**src/rtl/amba_axi_pkg.sv**
```systemverilog
// Shared AXI / AXI-Lite definitions for the bus bridge blocks.
// Holds bus widths, burst and response encodings, the slave-side and
// master-side channel bundles, and the burst-splitter FSM state types.
package amba_axi_pkg;

    localparam int AXI_ADDR_W = 32;
    localparam int AXI_DATA_W = 32;
    localparam int AXI_ID_W   = 4;
    localparam int AXI_USER_W = 1;
    localparam int AXI_STRB_W = AXI_DATA_W / 8;

    typedef logic [AXI_ADDR_W-1:0] axi_addr_t;
    typedef logic [AXI_DATA_W-1:0] axi_data_t;
    typedef logic [AXI_STRB_W-1:0] axi_strb_t;
    typedef logic [AXI_ID_W-1:0]   axi_id_t;
    typedef logic [AXI_USER_W-1:0] axi_user_t;

    typedef enum logic [1:0] {
        AXI_BURST_FIXED = 2'b00,
        AXI_BURST_INCR  = 2'b01,
        AXI_BURST_WRAP  = 2'b10,
        AXI_BURST_RSVD  = 2'b11
    } axi_burst_t;

    // Encoding order doubles as severity order for response merging.
    typedef enum logic [1:0] {
        AXI_RESP_OKAY   = 2'b00,
        AXI_RESP_EXOKAY = 2'b01,
        AXI_RESP_SLVERR = 2'b10,
        AXI_RESP_DECERR = 2'b11
    } axi_resp_t;

    // Full-AXI requests arriving at a slave port.
    typedef struct packed {
        axi_id_t    awid;
        axi_addr_t  awaddr;
        logic [7:0] awlen;
        logic [2:0] awsize;
        axi_burst_t awburst;
        logic [2:0] awprot;
        logic       awvalid;
        axi_data_t  wdata;
        axi_strb_t  wstrb;
        logic       wlast;
        logic       wvalid;
        logic       bready;
        axi_id_t    arid;
        axi_addr_t  araddr;
        logic [7:0] arlen;
        logic [2:0] arsize;
        axi_burst_t arburst;
        logic [2:0] arprot;
        logic       arvalid;
        logic       rready;
    } s_axi_mosi_t;

    // Full-AXI responses leaving a slave port.
    typedef struct packed {
        logic      awready;
        logic      wready;
        axi_id_t   bid;
        axi_resp_t bresp;
        axi_user_t buser;
        logic      bvalid;
        logic      arready;
        axi_id_t   rid;
        axi_data_t rdata;
        axi_resp_t rresp;
        logic      rlast;
        axi_user_t ruser;
        logic      rvalid;
    } s_axi_miso_t;

    // AXI-Lite requests driven toward a downstream slave.
    typedef struct packed {
        axi_id_t   awid;
        axi_addr_t awaddr;
        logic [2:0] awprot;
        logic      awvalid;
        axi_data_t wdata;
        axi_strb_t wstrb;
        logic      wvalid;
        logic      bready;
        axi_id_t   arid;
        axi_addr_t araddr;
        logic [2:0] arprot;
        logic      arvalid;
        logic      rready;
    } s_axil_mosi_t;

    // AXI-Lite responses returned by the downstream slave.
    typedef struct packed {
        logic      awready;
        logic      wready;
        axi_resp_t bresp;
        logic      bvalid;
        logic      arready;
        axi_data_t rdata;
        axi_resp_t rresp;
        logic      rvalid;
    } s_axil_miso_t;

    typedef enum logic [1:0] {W_IDLE, W_BEAT, W_BRESP, W_DONE} axi2axil_wr_st_t;
    typedef enum logic [1:0] {R_IDLE, R_ADDR, R_DATA}          axi2axil_rd_st_t;

    // Worst-of merge: the numerically larger response code wins.
    function automatic axi_resp_t resp_merge(input axi_resp_t a, input axi_resp_t b);
        return (b > a) ? b : a;
    endfunction

endpackage

```
**src/rtl/axi_addr_gen.sv**
```systemverilog
// Next-beat address generator for one AXI burst.
// Ports:
//   addr      - address of the current beat
//   size      - beat size code; byte step is 1 << size
//   len       - burst length minus one
//   burst     - FIXED / INCR / WRAP (reserved code behaves as INCR)
//   next_addr - address of the following beat (purely combinational)
module axi_addr_gen
    import amba_axi_pkg::*;
(
    input  axi_addr_t  addr,
    input  logic [2:0] size,
    input  logic [7:0] len,
    input  axi_burst_t burst,
    output axi_addr_t  next_addr
);

    axi_addr_t step;
    axi_addr_t incr_addr;
    axi_addr_t wrap_mask;

    always_comb begin
        step      = axi_addr_t'(1) << size;
        incr_addr = addr + step;
        // Wrap window is (len+1)*step bytes; its base is addr with the
        // window-offset bits cleared.
        wrap_mask = ((axi_addr_t'(len) + axi_addr_t'(1)) << size) - axi_addr_t'(1);
        case (burst)
            AXI_BURST_FIXED: next_addr = addr;
            AXI_BURST_WRAP:  next_addr = (addr & ~wrap_mask) | (incr_addr & wrap_mask);
            default:         next_addr = incr_addr;
        endcase
    end

endmodule

```
**src/rtl/axi_burst_to_axil.sv**
```systemverilog
// Full-AXI slave to AXI-Lite master bridge. Each burst is split into
// len+1 single AXI-Lite transfers, issued one at a time. The write and
// read paths are independent FSMs and may run concurrently.
// Ports:
//   clk, rst     - clock and asynchronous active-low reset
//   axi_mosi_i   - full-AXI requests (AW, W, AR, bready, rready)
//   axi_miso_o   - full-AXI responses (ready signals, B, R)
//   axil_mosi_o  - AXI-Lite requests toward the downstream slave
//   axil_miso_i  - AXI-Lite responses from the downstream slave
module axi_burst_to_axil
    import amba_axi_pkg::*;
(
    input  logic         clk,
    input  logic         rst,
    input  s_axi_mosi_t  axi_mosi_i,
    output s_axi_miso_t  axi_miso_o,
    output s_axil_mosi_t axil_mosi_o,
    input  s_axil_miso_t axil_miso_i
);

    // ---------------- write path ----------------
    axi2axil_wr_st_t wr_st, wr_st_nxt;
    axi_id_t    aw_id;
    axi_addr_t  aw_addr, aw_addr_nxt;
    logic [7:0] aw_len, w_cnt;
    logic [2:0] aw_size, aw_prot;
    axi_burst_t aw_burst;
    axi_resp_t  w_resp_acc;
    logic       aw_done, w_done;
    logic       w_awready, w_wready, w_bvalid, l_awvalid, l_wvalid, l_bready;

    // ---------------- read path ----------------
    axi2axil_rd_st_t rd_st, rd_st_nxt;
    axi_id_t    ar_id;
    axi_addr_t  ar_addr, ar_addr_nxt;
    logic [7:0] ar_len, r_cnt;
    logic [2:0] ar_size, ar_prot;
    axi_burst_t ar_burst;
    logic       r_arready, r_rvalid, r_last, l_arvalid, l_rready;

    logic unused_inputs;
    assign unused_inputs = axi_mosi_i.wlast;

    axi_addr_gen u_wr_addr_gen (
        .addr (aw_addr), .size (aw_size), .len (aw_len), .burst (aw_burst), .next_addr (aw_addr_nxt)
    );
    axi_addr_gen u_rd_addr_gen (
        .addr (ar_addr), .size (ar_size), .len (ar_len), .burst (ar_burst), .next_addr (ar_addr_nxt)
    );

    // NOTE: state registers use non-blocking assignments so every flop
    // samples pre-edge values, independent of process evaluation order.
    always_ff @(posedge clk or negedge rst) begin
        if (!rst) begin
            wr_st <= W_IDLE;
            rd_st <= R_IDLE;
        end else begin
            wr_st <= wr_st_nxt;
            rd_st <= rd_st_nxt;
        end
    end

    always_comb begin
        // NOTE: every output gets a default before the case so no path
        // leaves a signal unassigned, which would infer a latch.
        wr_st_nxt = wr_st;
        w_awready = 1'b0;
        w_wready  = 1'b0;
        w_bvalid  = 1'b0;
        l_awvalid = 1'b0;
        l_wvalid  = 1'b0;
        l_bready  = 1'b0;
        case (wr_st)
            W_IDLE: begin
                // Gated with rst so awready stays low while reset is held.
                w_awready = rst;
                if (rst && axi_mosi_i.awvalid) wr_st_nxt = W_BEAT;
            end
            W_BEAT: begin
                l_awvalid = !aw_done;
                l_wvalid  = axi_mosi_i.wvalid && !w_done;
                w_wready  = axil_miso_i.wready && !w_done;
                if ((aw_done || axil_miso_i.awready) &&
                    (w_done || (axi_mosi_i.wvalid && axil_miso_i.wready)))
                    wr_st_nxt = W_BRESP;
            end
            W_BRESP: begin
                l_bready = 1'b1;
                if (axil_miso_i.bvalid) wr_st_nxt = (w_cnt == aw_len) ? W_DONE : W_BEAT;
            end
            W_DONE: begin
                w_bvalid = 1'b1;
                if (axi_mosi_i.bready) wr_st_nxt = W_IDLE;
            end
            default: wr_st_nxt = W_IDLE;
        endcase
    end

    always_ff @(posedge clk or negedge rst) begin
        if (!rst) begin
            aw_id      <= '0;
            aw_addr    <= '0;
            aw_len     <= '0;
            aw_size    <= '0;
            aw_burst   <= AXI_BURST_FIXED;
            aw_prot    <= '0;
            w_cnt      <= '0;
            w_resp_acc <= AXI_RESP_OKAY;
            aw_done    <= 1'b0;
            w_done     <= 1'b0;
        end else begin
            case (wr_st)
                W_IDLE: if (w_awready && axi_mosi_i.awvalid) begin
                    aw_id      <= axi_mosi_i.awid;
                    aw_addr    <= axi_mosi_i.awaddr;
                    aw_len     <= axi_mosi_i.awlen;
                    aw_size    <= axi_mosi_i.awsize;
                    aw_burst   <= axi_mosi_i.awburst;
                    aw_prot    <= axi_mosi_i.awprot;
                    w_cnt      <= '0;
                    w_resp_acc <= AXI_RESP_OKAY;
                    aw_done    <= 1'b0;
                    w_done     <= 1'b0;
                end
                W_BEAT: begin
                    if (wr_st_nxt == W_BRESP) begin
                        aw_done <= 1'b0;
                        w_done  <= 1'b0;
                    end else begin
                        if (l_awvalid && axil_miso_i.awready) aw_done <= 1'b1;
                        if (l_wvalid && axil_miso_i.wready)   w_done  <= 1'b1;
                    end
                end
                W_BRESP: if (axil_miso_i.bvalid) begin
                    w_resp_acc <= resp_merge(w_resp_acc, axil_miso_i.bresp);
                    if (w_cnt != aw_len) begin
                        aw_addr <= aw_addr_nxt;
                        w_cnt   <= w_cnt + 8'd1;
                    end
                end
                default: ;
            endcase
        end
    end

    assign r_last = (r_cnt == ar_len);

    always_comb begin
        rd_st_nxt = rd_st;
        r_arready = 1'b0;
        r_rvalid  = 1'b0;
        l_arvalid = 1'b0;
        l_rready  = 1'b0;
        case (rd_st)
            R_IDLE: begin
                r_arready = rst;
                if (rst && axi_mosi_i.arvalid) rd_st_nxt = R_ADDR;
            end
            R_ADDR: begin
                l_arvalid = 1'b1;
                if (axil_miso_i.arready) rd_st_nxt = R_DATA;
            end
            R_DATA: begin
                r_rvalid = axil_miso_i.rvalid;
                l_rready = axi_mosi_i.rready;
                if (axil_miso_i.rvalid && axi_mosi_i.rready)
                    rd_st_nxt = r_last ? R_IDLE : R_ADDR;
            end
            default: rd_st_nxt = R_IDLE;
        endcase
    end

    always_ff @(posedge clk or negedge rst) begin
        if (!rst) begin
            ar_id    <= '0;
            ar_addr  <= '0;
            ar_len   <= '0;
            ar_size  <= '0;
            ar_burst <= AXI_BURST_FIXED;
            ar_prot  <= '0;
            r_cnt    <= '0;
        end else begin
            case (rd_st)
                R_IDLE: if (r_arready && axi_mosi_i.arvalid) begin
                    ar_id    <= axi_mosi_i.arid;
                    ar_addr  <= axi_mosi_i.araddr;
                    ar_len   <= axi_mosi_i.arlen;
                    ar_size  <= axi_mosi_i.arsize;
                    ar_burst <= axi_mosi_i.arburst;
                    ar_prot  <= axi_mosi_i.arprot;
                    r_cnt    <= '0;
                end
                R_DATA: if (axil_miso_i.rvalid && axi_mosi_i.rready && !r_last) begin
                    ar_addr <= ar_addr_nxt;
                    r_cnt   <= r_cnt + 8'd1;
                end
                default: ;
            endcase
        end
    end

    // Output bundles: unused fields (buser/ruser included) stay zero.
    always_comb begin
        axi_miso_o  = '0;
        axil_mosi_o = '0;

        axi_miso_o.awready  = w_awready;
        axi_miso_o.wready   = w_wready;
        axi_miso_o.bid      = aw_id;
        axi_miso_o.bresp    = w_resp_acc;
        axi_miso_o.bvalid   = w_bvalid;
        axi_miso_o.arready  = r_arready;
        axi_miso_o.rid      = ar_id;
        axi_miso_o.rdata    = axil_miso_i.rdata;
        axi_miso_o.rresp    = axil_miso_i.rresp;
        axi_miso_o.rlast    = r_last;
        axi_miso_o.rvalid   = r_rvalid;

        axil_mosi_o.awid    = aw_id;
        axil_mosi_o.awaddr  = aw_addr;
        axil_mosi_o.awprot  = aw_prot;
        axil_mosi_o.awvalid = l_awvalid;
        axil_mosi_o.wdata   = axi_mosi_i.wdata;
        axil_mosi_o.wstrb   = axi_mosi_i.wstrb;
        axil_mosi_o.wvalid  = l_wvalid;
        axil_mosi_o.bready  = l_bready;
        axil_mosi_o.arid    = ar_id;
        axil_mosi_o.araddr  = ar_addr;
        axil_mosi_o.arprot  = ar_prot;
        axil_mosi_o.arvalid = l_arvalid;
        axil_mosi_o.rready  = l_rready;
    end

endmodule

```
**config.mk**
```make
export PLATFORM = sky130hd
export DESIGN_NAME = axi_burst_to_axil
export DESIGN_NICKNAME = d
export VERILOG_FILES = /design/src/rtl/amba_axi_pkg.sv /design/src/rtl/axi_addr_gen.sv /design/src/rtl/axi_burst_to_axil.sv
export SDC_FILE = /design/constraint.sdc
export NUM_CORES = 1
export LEC_CHECK = 0
export CORE_MARGIN = 2
export CORE_UTILIZATION = 52
export DETAILED_ROUTE_END_ITERATION = 10
export PLACE_DENSITY = 0.89
export SKIP_LAST_GASP = 1
export SLEW_MARGIN = 20
export SYNTH_ARGS = -nofsm -noshare
export SYNTH_HDL_FRONTEND = slang
export SYNTH_SLANG_ARGS = --single-unit
```
**constraint.sdc**
```tcl
create_clock -name clk -period 7.2 [get_ports clk]
set_input_delay 1.08 -clock clk [delete_from_list [all_inputs] [get_ports clk]]
set_output_delay 1.08 -clock clk [all_outputs]
set_load 0.02 [all_outputs]
```
==> flow_metrics.py, run 1 <==
metrics = {
    "die": {
        "start_util_pct": 53.0,
        "die_x_um": 151,
        "io_pins": 360,
        "die_area_sq_um": 22700,
        "die_h_um": 151,
        "rows": 53,
        "core_sq_um": 21100,
    },
    "timing": {
        "fin_crit_ps": 4310,
        "fin_tns_setup_ps": 0,
        "slew_violations": 0,
        "setup_viol": 0,
        "grt_setup_unrepaired": "false",
        "hold_violations": 0,
        "maxSlewHeadroom_pct": 28.5,
        "tightest_slew_ps": 1070,
        "timing.fmax_mhz": 232,
        "fin_crit_sh_pct": 59.8,
        "finClkSkew_ps": 9.15,
    },
    "pwr": {
        "p_sw_share_pct": 49.6,
        "max-vdd-ir-drop_v": 0.000287,
        "pwr-share-seq_pct": 25.2,
        "power_density_nw_per_um2": 477,
        "leakage_nw": 5.34,
        "combPwrFrac_pct": 61.1,
        "p_clk_share_pct": 13.7,
        "p_int_mw": 3.20,
        "total_power_mw": 6.36,
        "p_sw_mw": 3.15,
    },
    "final_layout": {
        "drive_above_1_share_pct": 6.48,
        "synthToLayoutAreaGrowth_pct": 19.0,
        "nets": 1702,
        "fillers": 1764,
        "fin_util_pct": 63.1,
        "n_antenna_cell": 0,
    },
    "routing": {
        "dr.first_iter.drc_count": 1024,
        "avgViaCountPerCell": 6.30,
        "route.detailed.drc": 0,
        "wl_per_cell_um": 18.6,
        "drtAntennaViolNets": 0,
        "vias": 11200,
        "first_pass_iters": 6,
        "wirelength_mm": 32.9,
    },
    "critical_path": {
        "worstSetupPathType": "reg -> reg",
        "arrival_ps": 4660,
        "rrSetupSlack_ps": 2890,
        "critical_path_peak_fanout": 20,
        "rr_worst_depth": 13,
        "cp-start-kind": "register",
        "r2r-start": "aw_size[2]",
        "critPathRequiredTime_ps": 7550,
        "crit_path_end_kind": "register",
    },
    "synth": {
        "synth-edff-count": 0,
        "syn_area_per_cell_sq_um": 7.93,
        "synth_top_area_cell": "dfrtp_1",
        "syn_inst": 1410,
        "synth.top_cell.area_share_pct": 28.6,
        "synth-seq-area-share_pct": 28.6,
        "synthTopCellsByCount": "nand2_1 (181), dfrtp_1 (128), nor2_1 (106)",
        "synth_area_leaders": "dfrtp_1 (29%), buf_4 (6.5%), nand2_1 (6.1%)",
        "ys_warn_count": 0,
        "syn_area_sq_um": 11200,
        "synthFlopType": "dfrtp_1",
        "synth_most_common_cell": "nand2_1",
        "async_flop_share_pct": 100,
        "yosysUniqueCellTypes": 93,
        "synth-seq-cells": 128,
    },
    "min_path": {
        "min_path_type": "reg -> reg",
        "holdPathEnd": "aw_prot[0]",
        "hp-start": "aw_prot[0]",
        "whs_path_depth": 2,
    },
    "clock_tree": {
        "cts-htree-levels": 4,
        "numCtsBuffers": 17,
        "clk_pin_slew_ps": 60,
        "cts_resized": 0,
        "clock-root-buffer": "clkbuf_16",
        "hold_buffers": 0,
        "postCtsSetupBuffers": 0,
        "numClockSinks": 128,
        "tritoncts": "built",
        "clock_path_buffers": 2,
        "insertion_delay_ps": 430,
    },
    "global_routing": {
        "grt_overflow_total": 0,
        "grt_pass1_vias": 10800,
        "antenna_found_initial": 0,
        "grt_use_total_pct": 28.8,
        "grt_pass1_wl_mm": 52.7,
        "grt_max_degree": 79,
    },
    "run": {
        "maxCapViolCount": 0,
    },
    "placement": {
        "dp_hpwl_mm": 23.4,
        "portBuffers": 216,
        "globalplace.congestion": 0.955,
    },
    "status": {
        "outcome": "complete, no violations",
    },
}
[power groups by stage]
stage | sequential (mW) | clock (mW) | combinational (mW)
after floorplan | 1.57 | 0 | 2.71
after global placement | 1.57 | 0 | 3.71
after detailed placement | 1.59 | 0 | 3.80
after CTS | 1.58 | 0.879 | 3.83
after global routing | 1.66 | 0.912 | 4.22
final | 1.60 | 0.873 | 3.88
[critical path: stages, from the launching register on]
cell and delay (ps):
dfrtp_1 600, nor3_1 420, ha_1 250, inv_1 50, fa_1 390, nor2b_1 170
o21ai_0 130, a21boi_0 250, o21ai_0 240, a2111oi_0 890, nand3_1 240, o31a_1 290
nor3_1 150, a2bb2oi_1 160
[how the worst max path moves through the flow]
stage | start | to | slack [ps] | depth (start not counted)
2_1_floorplan | aw_size[0] | register | 3600 | 15
3_3_place_gp | rst | register | 2820 | 11
3_5_place_dp | axi_mosi_i[0] | register | 2800 | 8
4_1_cts | aw_size[2] | register | 2960 | 13
5_1_grt | ar_size[1] | register | 2510 | 12
6_report | aw_size[2] | register | 2890 | 13
[routing by layer]
| layer | part of all wire, % | track usage (%) |
|---|---|---|
| met2 | 48 | 49.0 |
| met1 | 39 | 35.1 |
| met5 | 0 | 0 |
| met3 | 8.8 | 5.52 |
| met4 | 3.8 | 13.6 |
[final cells by class]
| cell class | count | area (sq um) | share of cell area (%) |
|---|---|---|---|
| Sequential cell | 128 | 3200 | 24.1 |
| Multi-Input combinational cell | 1063 | 6760 | 50.7 |
| Tap cell | 275 | 344 | 2.58 |
| Clock inverter | 10 | 101 | 0.761 |
| Timing Repair Buffer | 227 | 2250 | 16.9 |
| Clock buffer | 21 | 480 | 3.61 |
| Inverter | 48 | 180 | 1.35 |
[cells by family after synthesis]
kind of cell	count (synthesis)	share of synthesized area [%]
AO/OA/AOI/OAI	397	24.7
AND/OR/NAND/NOR	537	24.1
flip-flops	128	28.6
other	1	0.0335
buffers and inverters	220	11.1
adder cells (fa/ha/maj)	28	3.27
XOR/XNOR	74	5.79
multiplexers	25	2.46
[layout by cell type, fill, tap and decap left out, types with 26 or more instances in the layout]
master and instances:
nor3_1 30, xnor2_1 43, nor2_1 105, dfrtp_1 128
nand3_1 47, inv_1 47, a21oi_1 88, nand2_1 181
o21ai_0 77, xor2_1 31, nand2b_1 26, ha_1 26
clkdlybuf4s50_1 215
[stage by stage]
stage | worst slack [ps] | std cells | instance area, sq um | hold WS, ps
after floorplan | 3600 | 1411 | 11200 | 482
after CTS | 2960 | 1772 | 13300 | 484
final | 2890 | 1772 | 13300 | 479
after detailed placement | 2800 | 1741 | 12700 | 469
after global placement | 2820 | 1741 | 12700 | 460
after global routing | 2510 | 1772 | 13300 | 509
Power figures use the tool's default switching activity.
==> run 2, diff against run 1 <==
--- a/config.mk
+++ b/config.mk
@@ -6,9 +6,9 @@
 export NUM_CORES = 1
 export LEC_CHECK = 0
 export CORE_MARGIN = 2
-export CORE_UTILIZATION = 52
+export CORE_UTILIZATION = 43
 export DETAILED_ROUTE_END_ITERATION = 10
-export PLACE_DENSITY = 0.89
+export PLACE_DENSITY = 0.78
 export SKIP_LAST_GASP = 1
 export SLEW_MARGIN = 20
 export SYNTH_ARGS = -nofsm -noshare
==> constraint.sdc (replaced) <==
create_clock -name clk -period 3.6 [get_ports clk]
set_input_delay 0.54 -clock clk [delete_from_list [all_inputs] [get_ports clk]]
set_output_delay 0.54 -clock clk [all_outputs]
set_load 0.02 [all_outputs]
==> flow_metrics.py, run 2 (synthesis gave the netlist of run 1 again) <==
metrics = {
    "status": {
        "outcome": "complete, no violations",
    },
    "routing": {
        "avgViaCountPerCell": 5.97,
        "drtAntennaViolNets": 0,
        "wirelength_mm": 34.7,
        "first_pass_iters": 7,
        "dr.first_iter.drc_count": 996,
        "route.detailed.drc": 0,
        "vias": 11200,
        "wl_per_cell_um": 18.4,
    },
    "timing": {
        "finClkSkew_ps": 13.4,
        "maxSlewHeadroom_pct": 46.4,
        "grt_setup_unrepaired": "true",
        "fin_ws_ps": 175,
        "tightest_slew_ps": 802,
        "fin_crit_ps": 3430,
        "slew_violations": 0,
        "fin_crit_sh_pct": 95.2,
        "timing.fmax_mhz": 292,
        "setup_viol": 0,
        "hold_violations": 0,
    },
    "critical_path": {
        "cp-start-kind": "register",
        "critPathBufInv": 2,
        "cp_top_family": "compound AO/OA/AOI/OAI gates",
        "path_common_cell": "nor3_1",
        "arrival_ps": 3780,
        "critPathRequiredTime_ps": 3950,
        "slowest_stage": "dfrtp_1",
        "critical_path_peak_fanout": 4,
        "worstSetupPathType": "reg -> reg",
        "crit_path_end_kind": "register",
        "path_cells": "nor3_1 -> ha_1 -> inv_1 -> fa_1 -> nor2b_1 -> o21ai_0 -> a21boi_0 -> o21ai_1 -> a2111oi_2 -> buf_4 -> nand3_1 -> o31a_1 -> nor3_1 -> a2bb2oi_1",
        "slowest_delay_ps": 400,
    },
    "global_routing": {
        "grt_pass1_vias": 10900,
        "grt_use_met1_pct": 30.4,
        "grt_max_degree": 58,
        "grt_util_met2_pct": 42.7,
        "busiest_layer": "met2",
        "grt_use_met3_pct": 4.82,
        "grt_use_total_pct": 25.0,
        "grt_overflow_total": 0,
        "antenna_found_initial": 0,
        "grt_pass1_wl_mm": 54.9,
    },
    "clock_tree": {
        "clock-root-buffer": "clkbuf_16",
        "numClockSinks": 128,
        "numCtsBuffers": 17,
        "insertion_delay_ps": 420,
        "postCtsSetupBuffers": 0,
        "cts-htree-levels": 4,
        "clock_path_buffers": 2,
        "clk_pin_slew_ps": 70,
        "tritoncts": "built",
    },
    "min_path": {
        "min_path_type": "reg -> reg",
    },
    "pwr": {
        "p_clk_share_pct": 15.2,
        "leakage_nw": 5.63,
        "max-vdd-ir-drop_v": 0.000528,
        "p_sw_mw": 6.41,
        "combPwrFrac_pct": 62.8,
        "pwr-share-seq_pct": 22.0,
        "total_power_mw": 13.4,
        "power_density_nw_per_um2": 967,
        "p_int_mw": 7.03,
        "p_sw_share_pct": 47.7,
    },
    "die": {
        "io_pins": 360,
        "die_x_um": 165,
        "core_sq_um": 25800,
        "die_area_sq_um": 27300,
        "rows": 59,
        "start_util_pct": 43.4,
        "die_h_um": 165,
    },
    "final_layout": {
        "layout_common_cells": "clkdlybuf4s50_1 (215), nand2_1 (181), dfrtp_1 (128)",
        "synthToLayoutAreaGrowth_pct": 24.1,
        "n_antenna_cell": 0,
        "drive_above_1_share_pct": 9.51,
        "fin_area_sq_um": 13900,
        "nets": 1750,
        "final_common_cell": "clkdlybuf4s50_1",
        "final_cells": 1881,
        "fin_util_pct": 53.9,
    },
    "placement": {
        "dp.cells": 1848,
        "portBuffers": 216,
        "globalplace.congestion": 0.931,
        "post-place-ws_ps": 93.3,
        "dp_hpwl_mm": 25.4,
        "place_area_sq_um": 13200,
    },
    "run": {
        "maxCapViolCount": 0,
    },
}
run 2: final cells by class:
| cell class | count | area [sq um] |
|---|---|---|
| Sequential cell | 128 | 3200 |
| Multi-Input combinational cell | 1063 | 6790 |
| Timing Repair Buffer | 275 | 2620 |
| Clock buffer | 19 | 443 |
| Clock inverter | 13 | 234 |
| Fill cell | 2362 | 11900 |
| Inverter | 48 | 180 |
| Tap cell | 335 | 419 |
run 2: path summary, 6_finish.rpt:
check	slack, ps	from	endpoint	depth (start not counted)
setup / recovery	170	aw_size[1]	register	14
hold / removal	470	aw_prot[1]	aw_prot[1]	2
setup reg to reg	170	aw_size[1]	register	14
hold reg to reg	470	aw_prot[1]	aw_prot[1]	2
max in group asynchronous	1980	rst	asynchronous set/reset pin	3
min in group asynchronous	550	rst	aw_burst[0]	2
run 2: metrics by stage:
| step | hold slack, ps | TNS [ps] |
|---|---|---|
| final | 475 | 0 |
| after global routing | 497 | -71.0 |
| after CTS | 480 | 0 |
| after detailed placement | 411 | 0 |
| after global placement | 414 | 0 |
| after floorplan | 244 | 0 |
run 2: timing repair:
action | 4_1_cts | 5_1_grt
hold buffers | 1 | 0
resized for setup | 0 | 8
endpoints found under the hold margin | 21 | 0
endpoints found under the setup margin | 0 | 14
run 2: routing by layer:
metal / vias up / wire, um
li1: 5267 / -
met1: 5389 / 14000
met2: 478 / 16900
met3: 100 / 2430
met4: 0 / 1340
met5: - / 0
run 2: worst reg2reg max path, delay by kind of cell, from the launching register on:
kind	cells	cell delay, ps
simple gates	4	740
buf+inv	2	240
flops	1	400
compound gates	6	1390
fa+ha+maj	2	600
run 2: power groups by stage:
stage / clock (mW) / sequential [mW] / combinational [mW]
after detailed placement: 0 / 2.95 / 8.26
after global placement: 0 / 2.93 / 8.09
after CTS: 2.07 / 2.94 / 8.32
after floorplan: 0 / 3.13 / 5.42
final: 2.04 / 2.96 / 8.43
after global routing: 2.12 / 3.07 / 9.16
